## config.mk

```make
export PLATFORM = sky130hd
export DESIGN_NAME = jzjpcc_fetch
export DESIGN_NICKNAME = d
export VERILOG_FILES = /design/src/rtl/jzjpcc_fetch.sv
export SDC_FILE = /design/constraint.sdc
export NUM_CORES = 1
export LEC_CHECK = 0
export BUFFER_PORTS_ARGS = -buffer_cell sky130_fd_sc_hd__clkbuf_2
export CORE_MARGIN = 5
export CORE_UTILIZATION = 56
export CTS_BUF_LIST = sky130_fd_sc_hd__clkbuf_8
export DETAILED_ROUTE_END_ITERATION = 10
export PLACE_DENSITY = 0.83
export SYNTH_ARGS = -nofsm -noshare
export SYNTH_HDL_FRONTEND = slang
export SYNTH_SLANG_ARGS = --single-unit
```

## constraint.sdc

```tcl
create_clock -name clock -period 2.8 [get_ports clock]
set_input_delay 0.28 -clock clock [delete_from_list [all_inputs] [get_ports clock]]
set_output_delay 0.28 -clock clock [all_outputs]
set_load 0.01 [all_outputs]
```

## src/rtl/jzjpcc_fetch.sv

```systemverilog
// jzjpcc_fetch: fetch stage and IF/ID pipeline register of the pipelined RV32I core.
// Drives a synchronous-read instruction memory (data returns one cycle after the
// address) and presents {instruction, PC, PC+4, valid} to decode.
// A one-entry hold buffer keeps the memory word that arrives during a stall.
// Optional build macro: JZJPCC_FETCH_MISALIGN_TRAP_EN adds fetchHalted, a sticky
// halt raised by a redirect whose target has bit 1 set.
module jzjpcc_fetch #(
    parameter logic [31:0] RESET_VECTOR    = 32'h00000000,
    parameter logic [31:0] NOP_INSTRUCTION = 32'h00000013
) (
    input  logic        clock,
    input  logic        reset,
    input  logic        stall,
    input  logic        pcRedirect,
    input  logic [31:0] pcRedirectTarget,
    output logic [29:0] instrMemAddr,
    input  logic [31:0] instrMemData,
    output logic [31:0] decodeInstruction,
    output logic [31:0] decodePC,
    output logic [31:0] decodePCPlus4,
`ifdef JZJPCC_FETCH_MISALIGN_TRAP_EN
    output logic        fetchHalted,
`endif
    output logic        decodeValid
);

    // Fetch-side state
    logic [31:0] r_pcF;
    logic [31:0] r_pcPending;
    logic        r_pendingValid;
    logic [31:0] r_holdData;
    logic        r_holdValid;

    // IF/ID register
    logic [31:0] r_decInstr;
    logic [31:0] r_decPC;
    logic [31:0] r_decPCPlus4;
    logic        r_decValid;

    // Word-aligned redirect target; the low bits are masked off here so the
    // redirect path never sees them.
    logic [31:0] w_target;
    logic [29:0] w_addrLive;

    assign w_target   = {pcRedirectTarget[31:2], pcRedirectTarget[1:0] & 2'b00};
    assign w_addrLive = pcRedirect ? w_target[31:2] : r_pcF[31:2];

`ifdef JZJPCC_FETCH_MISALIGN_TRAP_EN
    logic        r_halted;
    logic [29:0] r_lastAddr;
    logic        w_haltNow;

    // Only bit 1 traps; bit 0 is always cleared by JALR so it stays ignored.
    assign w_haltNow   = pcRedirect & pcRedirectTarget[1];
    assign fetchHalted = r_halted;

    // Remember the last address presented so it can be held while halted
    always_ff @(posedge clock) begin
        if (!reset) begin
            r_halted   <= 1'b0;
            r_lastAddr <= '0;
        end else if (!r_halted) begin
            r_halted   <= w_haltNow;
            r_lastAddr <= w_addrLive;
        end
    end

    // Instruction memory address: frozen once halted, otherwise live
    always_comb begin
        instrMemAddr = w_addrLive;
        if (r_halted) begin
            instrMemAddr = r_lastAddr;
        end
    end
`else
    // Instruction memory address: redirect target takes effect in the same cycle
    always_comb begin
        instrMemAddr = w_addrLive;
    end
`endif

    // Fetch PC, pending-fetch tracking, hold buffer and IF/ID register update
    always_ff @(posedge clock) begin
        if (!reset) begin
            r_pcF          <= RESET_VECTOR;
            r_pcPending    <= '0;
            r_pendingValid <= 1'b0;
            r_holdData     <= '0;
            r_holdValid    <= 1'b0;
            r_decInstr     <= NOP_INSTRUCTION;
            r_decPC        <= '0;
            r_decPCPlus4   <= 32'd4;
            r_decValid     <= 1'b0;
        end
`ifdef JZJPCC_FETCH_MISALIGN_TRAP_EN
        else if (r_halted || w_haltNow) begin
            // Halted: pcF frozen, nothing in flight, decode sees bubbles only
            r_pendingValid <= 1'b0;
            r_holdValid    <= 1'b0;
            r_decInstr     <= NOP_INSTRUCTION;
            r_decValid     <= 1'b0;
        end
`endif
        else if (pcRedirect) begin
            // The redirect address is issued this cycle, so its data lands one
            // edge later: exactly one bubble, and anything held is stale.
            r_decInstr     <= NOP_INSTRUCTION;
            r_decValid     <= 1'b0;
            r_holdValid    <= 1'b0;
            r_pcPending    <= w_target;
            r_pendingValid <= 1'b1;
            r_pcF          <= w_target + 32'd4;
        end else if (stall) begin
            // Memory keeps being fed pcF, so the word for pcPending is only on
            // the bus during the first stall cycle; capture it then.
            if (r_pendingValid && !r_holdValid) begin
                r_holdData  <= instrMemData;
                r_holdValid <= 1'b1;
            end
        end else begin
            if (r_pendingValid) begin
                r_decInstr <= r_holdValid ? r_holdData : instrMemData;
            end else begin
                r_decInstr <= NOP_INSTRUCTION;
            end
            r_decPC        <= r_pcPending;
            r_decPCPlus4   <= r_pcPending + 32'd4;
            r_decValid     <= r_pendingValid;
            r_holdValid    <= 1'b0;
            r_pcPending    <= r_pcF;
            r_pendingValid <= 1'b1;
            r_pcF          <= r_pcF + 32'd4;
        end
    end

    assign decodeInstruction = r_decInstr;
    assign decodePC          = r_decPC;
    assign decodePCPlus4     = r_decPCPlus4;
    assign decodeValid       = r_decValid;

endmodule

```

After elaboration in Yosys (flattened, before gate mapping)
Index checks and enable logic that the tools add are counted.

cells by class
  $add $sub $neg = 3
  muxes and demuxes = 9
  equal/unequal tests = 1
  reductions and logical operators = 6
  bitwise logic cells = 3

operators with widths
  cell                                            number
  two-way mux 32 bit                              6
  adder 32 x 3 -> 32 bit (second input constant)  3
  two-way mux 30 bit                              1
  NOT 1 bit                                       3
  AND reduction 3 bit                             1
  OR reduction 3 bit                              1
  two-way mux 1 bit                               2
  != test 2 x 1 -> 1 bit (second input constant)  1
  AND reduction 2 bit                             1
  OR reduction 2 bit                              1
  logical AND 1 bit                               1
  logical NOT 1 bit                               1

word-level totals
  word-level logic and storage cells = 32
  bits in registers = 195

Longest topological paths before layout
  word-level depth = 3
  gate-level depth with buffers = 11
  gate-level depth less buffers = 7

Worst setup path after synthesis
No wires, ideal clock.

  kind = input to register
  start = input port pcRedirect
  end = register r_pcF[30]
  required time = 2,738 ps
  buffers on the path = 4
  slack = 270 ps
  stages on the path = 11
  library setup time = 62 ps
  data arrival time = 2,468 ps
  cell sequence = buf_4 -> buf_6 -> buf_2 -> buf_2 -> mux2_2 -> ha_1 -> inv_1 -> a21oi_4 -> nand4_1 -> or4_1 -> nand3_1

between the ends
  word-level cells in the longest chain between the ends = 1
  elaborated cells on any way between the ends = 2

RTL lines
  what                                                                    RTL line  RTL
  from (decl)                                                             14        input logic pcRedirect,
  != test 2 x 1 -> 1 bit (no line) or two-way mux 32 bit (tied branches)  n/a
  to (signal assigned)                                                    112       r_pcF <= w_target + 32'd4;
  to (signal assigned)                                                    132       r_pcF <= r_pcF + 32'd4;
  to (decl)                                                               28        logic [31:0] r_pcF;

Parallel ways exist; a longest one is shown, timed or not.
A chain may end at the register's enable or synchronous reset.

Worst setup path in the final report
  start = register r_pcF[2]
  end = register r_pcF[30]

between the ends
  word-level cells in the longest chain between the ends = 3

RTL lines
  what                    RTL line  RTL
  adder 32 x 3 -> 32 bit  132
  two-way mux 32 bit      113       end else if (stall) begin
  two-way mux 32 bit      104       else if (pcRedirect) begin

Every way passes these cells. The select of a mux whose other input is x is not followed.

==> summary.md <==
| Metric | Value |
|---|---|
| Hpwl dp | `16000 um` |
| Int Power | `4.06 mW` |
| Setup TNS | `0 ns` |
| Logic pwr share | `0.132` |
| CTS Buffer Depth | `2` |
| Post-synthesis mux area share | `0.0766` |
| Slew @ Worst Pin | `0.686 ns` |
| Vias in the first global route | `~7100` |
| Hold_buf cts | `0` |
| Library cells used by synthesis | `64` |
| First-pass GRT wire length | `roughly 36000 um` |
| Mapped Avg Cell Area | `8.25 sq um` |
| Worst Path Arrival | `2.55 ns` |
| Clk Tree Root Cell | `clkbuf_8` |
| Crit start category | `register` |
| Starting density of the core | `0.573` |
| Worst Path Required | `3.20 ns` |
| CORE AREA | `14600 sq um` |
| Switch share | `0.277` |
| Pre-CTS setup slack | `0.289 ns` |
| Largest net degree at the start of global routing | `87` |
| Non-filler cells, final | `1370` |
| Area fraction in compound gates after synthesis | `0.164` |
| Peak VDD IR | `0.335 mV` |
| CTS tree | `built` |
| Main combinational cell family by area after synthesis | `simple AND/OR/NAND/NOR gates` |
| FFs w/ async S/R, synth | `0` |
| Insertion delay to the later sink of the worst-skew pair | `approximately 0.45 ns` |
| Worst Slack Setup Final | `roughly 0.65 ns` |
| Adder-Cell Fraction of Synth Area | `0.00298` |
| Die Y-Extent | `around 130 um` |
| Post-CTS sizing | `0` |
| Routed wire per std cell | `16.5 um` |
| R2r startpoint | `r_pcF[2]` |
| RSZ-0062 raised after global routing | `false` |
| Reg clk slew, reported paths | `0.10 ns` |
| Simple-Gate Fraction of Synth Area | `0.217` |
| Min-Delay Path Class | `in2reg` |
| FILL cells | `about 1300` |
| Nets | `1243` |
| Final wirelength | `22600 um` |
| # setup viols final | `0` |
| DRT Pass-1 Iters | `5` |
| Setup repair bufs after CTS | `0` |
| Max-slew violations | `0` |
| Gpl congestion | `0.906` |
| Worst R2R Path Depth | `7` |
| WS Path Type | `reg2reg` |
| WHS | `about 0.053 ns` |
| Predominant post-synthesis flop cell | `dfxtp_1` |
| Proportion of layout cells with a drive suffix above 1 | `0.226` |
| Finished Core Util | `0.676` |
| Register area share after synthesis | `0.446` |
| Max-cap violation count | `0` |
| Initial antenna violation count | `0` |
| Fin. Hold Viols | `0` |
| Post-Synth XOR/XNOR Area | `0.0407` |
| Antenna cells | `0` |
| Clock Sinks | `187` |
| Max frequency | `465 MHz` |
| Antenna-violating nets left | `0` |
| Cts bufs inserted | `17` |
| Worst R2R End | `r_pcF[30]` |
| Synthesized instance count | `1018` |
| Reg power frac | `0.522` |
| Static Leakage | `4.08 nW` |
| Die W | `around 130 um` |
| Crit path time final | `2.15 ns` |
| Yosys warnings | `0` |
| Pwr Density | `567 nW/um^2` |
| # rows | `44` |
| Post-Place Cells | `1338` |
| Synthesized flop and latch total | `187` |
| Top Ports | `between 150 and 200` |
| Setup crit start | `r_pcF[2]` |
| Worst Setup EP | `r_pcF[30]` |
| Crit Path Max Fanout | `8` |
| Status | `completed` |
| Clock share of power | `0.347` |
| R2R Setup Slk | `0.65 ns` |
| Die ar. | `between 15000 and 20000 sq um` |
| Slew HR | `0.539` |
| Switching pwr | `1.55 mW` |
| Initial DRC Count | `848` |
| DR vias | `7868` |
| Port-buffer cells | `188` |
| Setup crit end kind | `register` |
| Congestion Overflow GR | `0` |
| Post-synthesis cell area | `8400 sq um` |
| Area delta synth->final | `17.9%` |
| GRT Overall Usage | `0.250` |
| Setup Skew | `about 0.011 ns` |
| Fin crit share | `0.768` |
| EDFF count, synth | `0` |
| CTS H-tree depth | `4` |
| DRC violation count after routing | `0` |
| Via-to-Cell Ratio | `5.74` |
power groups by stage:
stage	registers (mW)	clock network, mW	logic (mW)
2_1_floorplan	2.96	0	0.448
3_3_place_gp	2.98	0	0.715
3_5_place_dp	2.98	0	0.730
4_1_cts	2.92	1.98	0.734
5_1_grt	2.94	2.09	0.811
6_report	2.92	1.94	0.738
worst min-delay path by stage:
stage | from | endpoint | depth (start not counted)
CTS | instrMemData[4] | r_holdData[4] | 3
floorplan | instrMemData[0] | r_holdData[0] | 2
global route | instrMemData[4] | r_holdData[4] | 3
detailed placement | decodeValid | decodeValid | 2
global placement | decodeValid | decodeValid | 2
finish | instrMemData[4] | r_holdData[4] | 3
area by class of cell:
| class | instances | area, sq um | area share |
|---|---|---|---|
| multi-input combinational | 728 | 4240 | 0.428 |
| sequential | 187 | 3740 | 0.378 |
| timing repair buffer | 209 | 1140 | 0.115 |
| clock buffer | 17 | 234 | 0.0236 |
| tap | 184 | 230 | 0.0233 |
| clock inverter | 15 | 196 | 0.0199 |
| inverter | 30 | 114 | 0.0115 |
flip-flops by register name, summed over array words and instances (netlist names):
| register | count |
|---|---|
| decodeValid | 1 |
| r_holdData | 32 |
| decodeInstruction | 32 |
| r_holdValid | 1 |
| r_pcPending | 30 |
| decodePCPlus4 | 30 |
| decodePC | 30 |
| r_pendingValid | 1 |
| r_pcF | 30 |
stage by stage:
step	power [mW]	instance area, sq um
detailed placement	3.71	9470
global placement	3.69	9470
floorplan	3.41	8410
global route	5.84	9900
finish	5.61	9900
CTS	5.63	9900
worst max-delay path, cell delays in order (launching register included):
cell	delay, ns
dfxtp_1	0.39
mux2_2	0.20
ha_1	0.20
inv_1	0.11
a21oi_4	0.26
nand4_1	0.28
or4_1	0.58
nand3_1	0.09
cells in the final DEF (no fill, tap or decap), types with 3 or more instances in the layout:
cell	instances
a211oi_1	37
a21oi_1	89
a22oi_1	3
a32o_1	4
and2_1	3
and3_1	5
and4_1	4
buf_12	3
buf_4	18
bufinv_16	4
clkbuf_2	188
clkbuf_8	17
clkinv_2	4
clkinvlp_4	3
conb_1	4
dfxtp_1	186
inv_1	29
inv_6	3
mux2_2	9
mux2i_1	53
nand2_1	215
nand3_1	36
nand3b_1	7
nand4_1	32
nand4b_1	4
nor2_1	57
nor3_1	10
nor4_1	3
o21ai_0	55
o22a_1	3
o22ai_1	4
o31ai_1	4
or3_1	7
xnor2_1	19
xor2_1	20
routing by layer:
| metal | vias to the layer above | global-route usage | part of all wire |
|---|---|---|---|
| met3 | 33 | 0.0516 | 0.085 |
| li1 | 3844 | - | - |
| met2 | 360 | 0.375 | 0.45 |
| met4 | 0 | 0.0768 | 0.018 |
| met1 | 3631 | 0.364 | 0.45 |
| met5 | - | 0 | 0 |
synth_stat cells, types with 2 or more instances:
| cell | number | area, sq um |
|---|---|---|
| a32o_1 | 4 | 40.0 |
| and3_1 | 5 | 31.3 |
| o221ai_1 | 2 | 17.5 |
| or4_1 | 2 | 15.0 |
| clkbuf_1 | 62 | 233 |
| o21ai_0 | 55 | 275 |
| and4_1 | 4 | 35.0 |
| nor2_1 | 58 | 218 |
| xor2_1 | 20 | 175 |
| o21ai_1 | 2 | 10.0 |
| o31ai_1 | 4 | 30.0 |
| a31oi_1 | 2 | 12.5 |
| a21oi_1 | 89 | 445 |
| o21a_1 | 2 | 15.0 |
| mux2_2 | 9 | 101 |
| nand4_2 | 2 | 25.0 |
| nand2_1 | 215 | 807 |
| a22oi_1 | 3 | 22.5 |
| nor4_1 | 3 | 18.8 |
| buf_4 | 5 | 37.5 |
| inv_2 | 2 | 7.51 |
| xnor2_1 | 19 | 166 |
| mux2i_1 | 53 | 531 |
| o22ai_1 | 4 | 25.0 |
| o22a_1 | 3 | 26.3 |
| buf_2 | 6 | 30.0 |
| nand3_1 | 36 | 180 |
| ha_1 | 2 | 25.0 |
| nand4_1 | 32 | 200 |
| and2_1 | 3 | 18.8 |
| or3_1 | 7 | 43.8 |
| dfxtp_1 | 187 | 3740 |
| nand4b_2 | 2 | 30.0 |
| nand3b_1 | 7 | 52.6 |
| nor3_1 | 10 | 50.1 |
| nand4b_1 | 4 | 35.0 |
| a211oi_1 | 37 | 278 |
| inv_1 | 28 | 105 |
| buf_6 | 2 | 22.5 |
| nand2b_1 | 2 | 12.5 |
kinds of logic (layout without fill, tap and decap cells):
logic type	after synthesis	after routing
simple gates	398	398
compound gates	222	222
flops	187	187
buf+inv	106	271
mux	63	63
xor+xnor	39	39
fa+ha+maj	2	2
other cells	1	4
(Power assumes the default switching activity.)
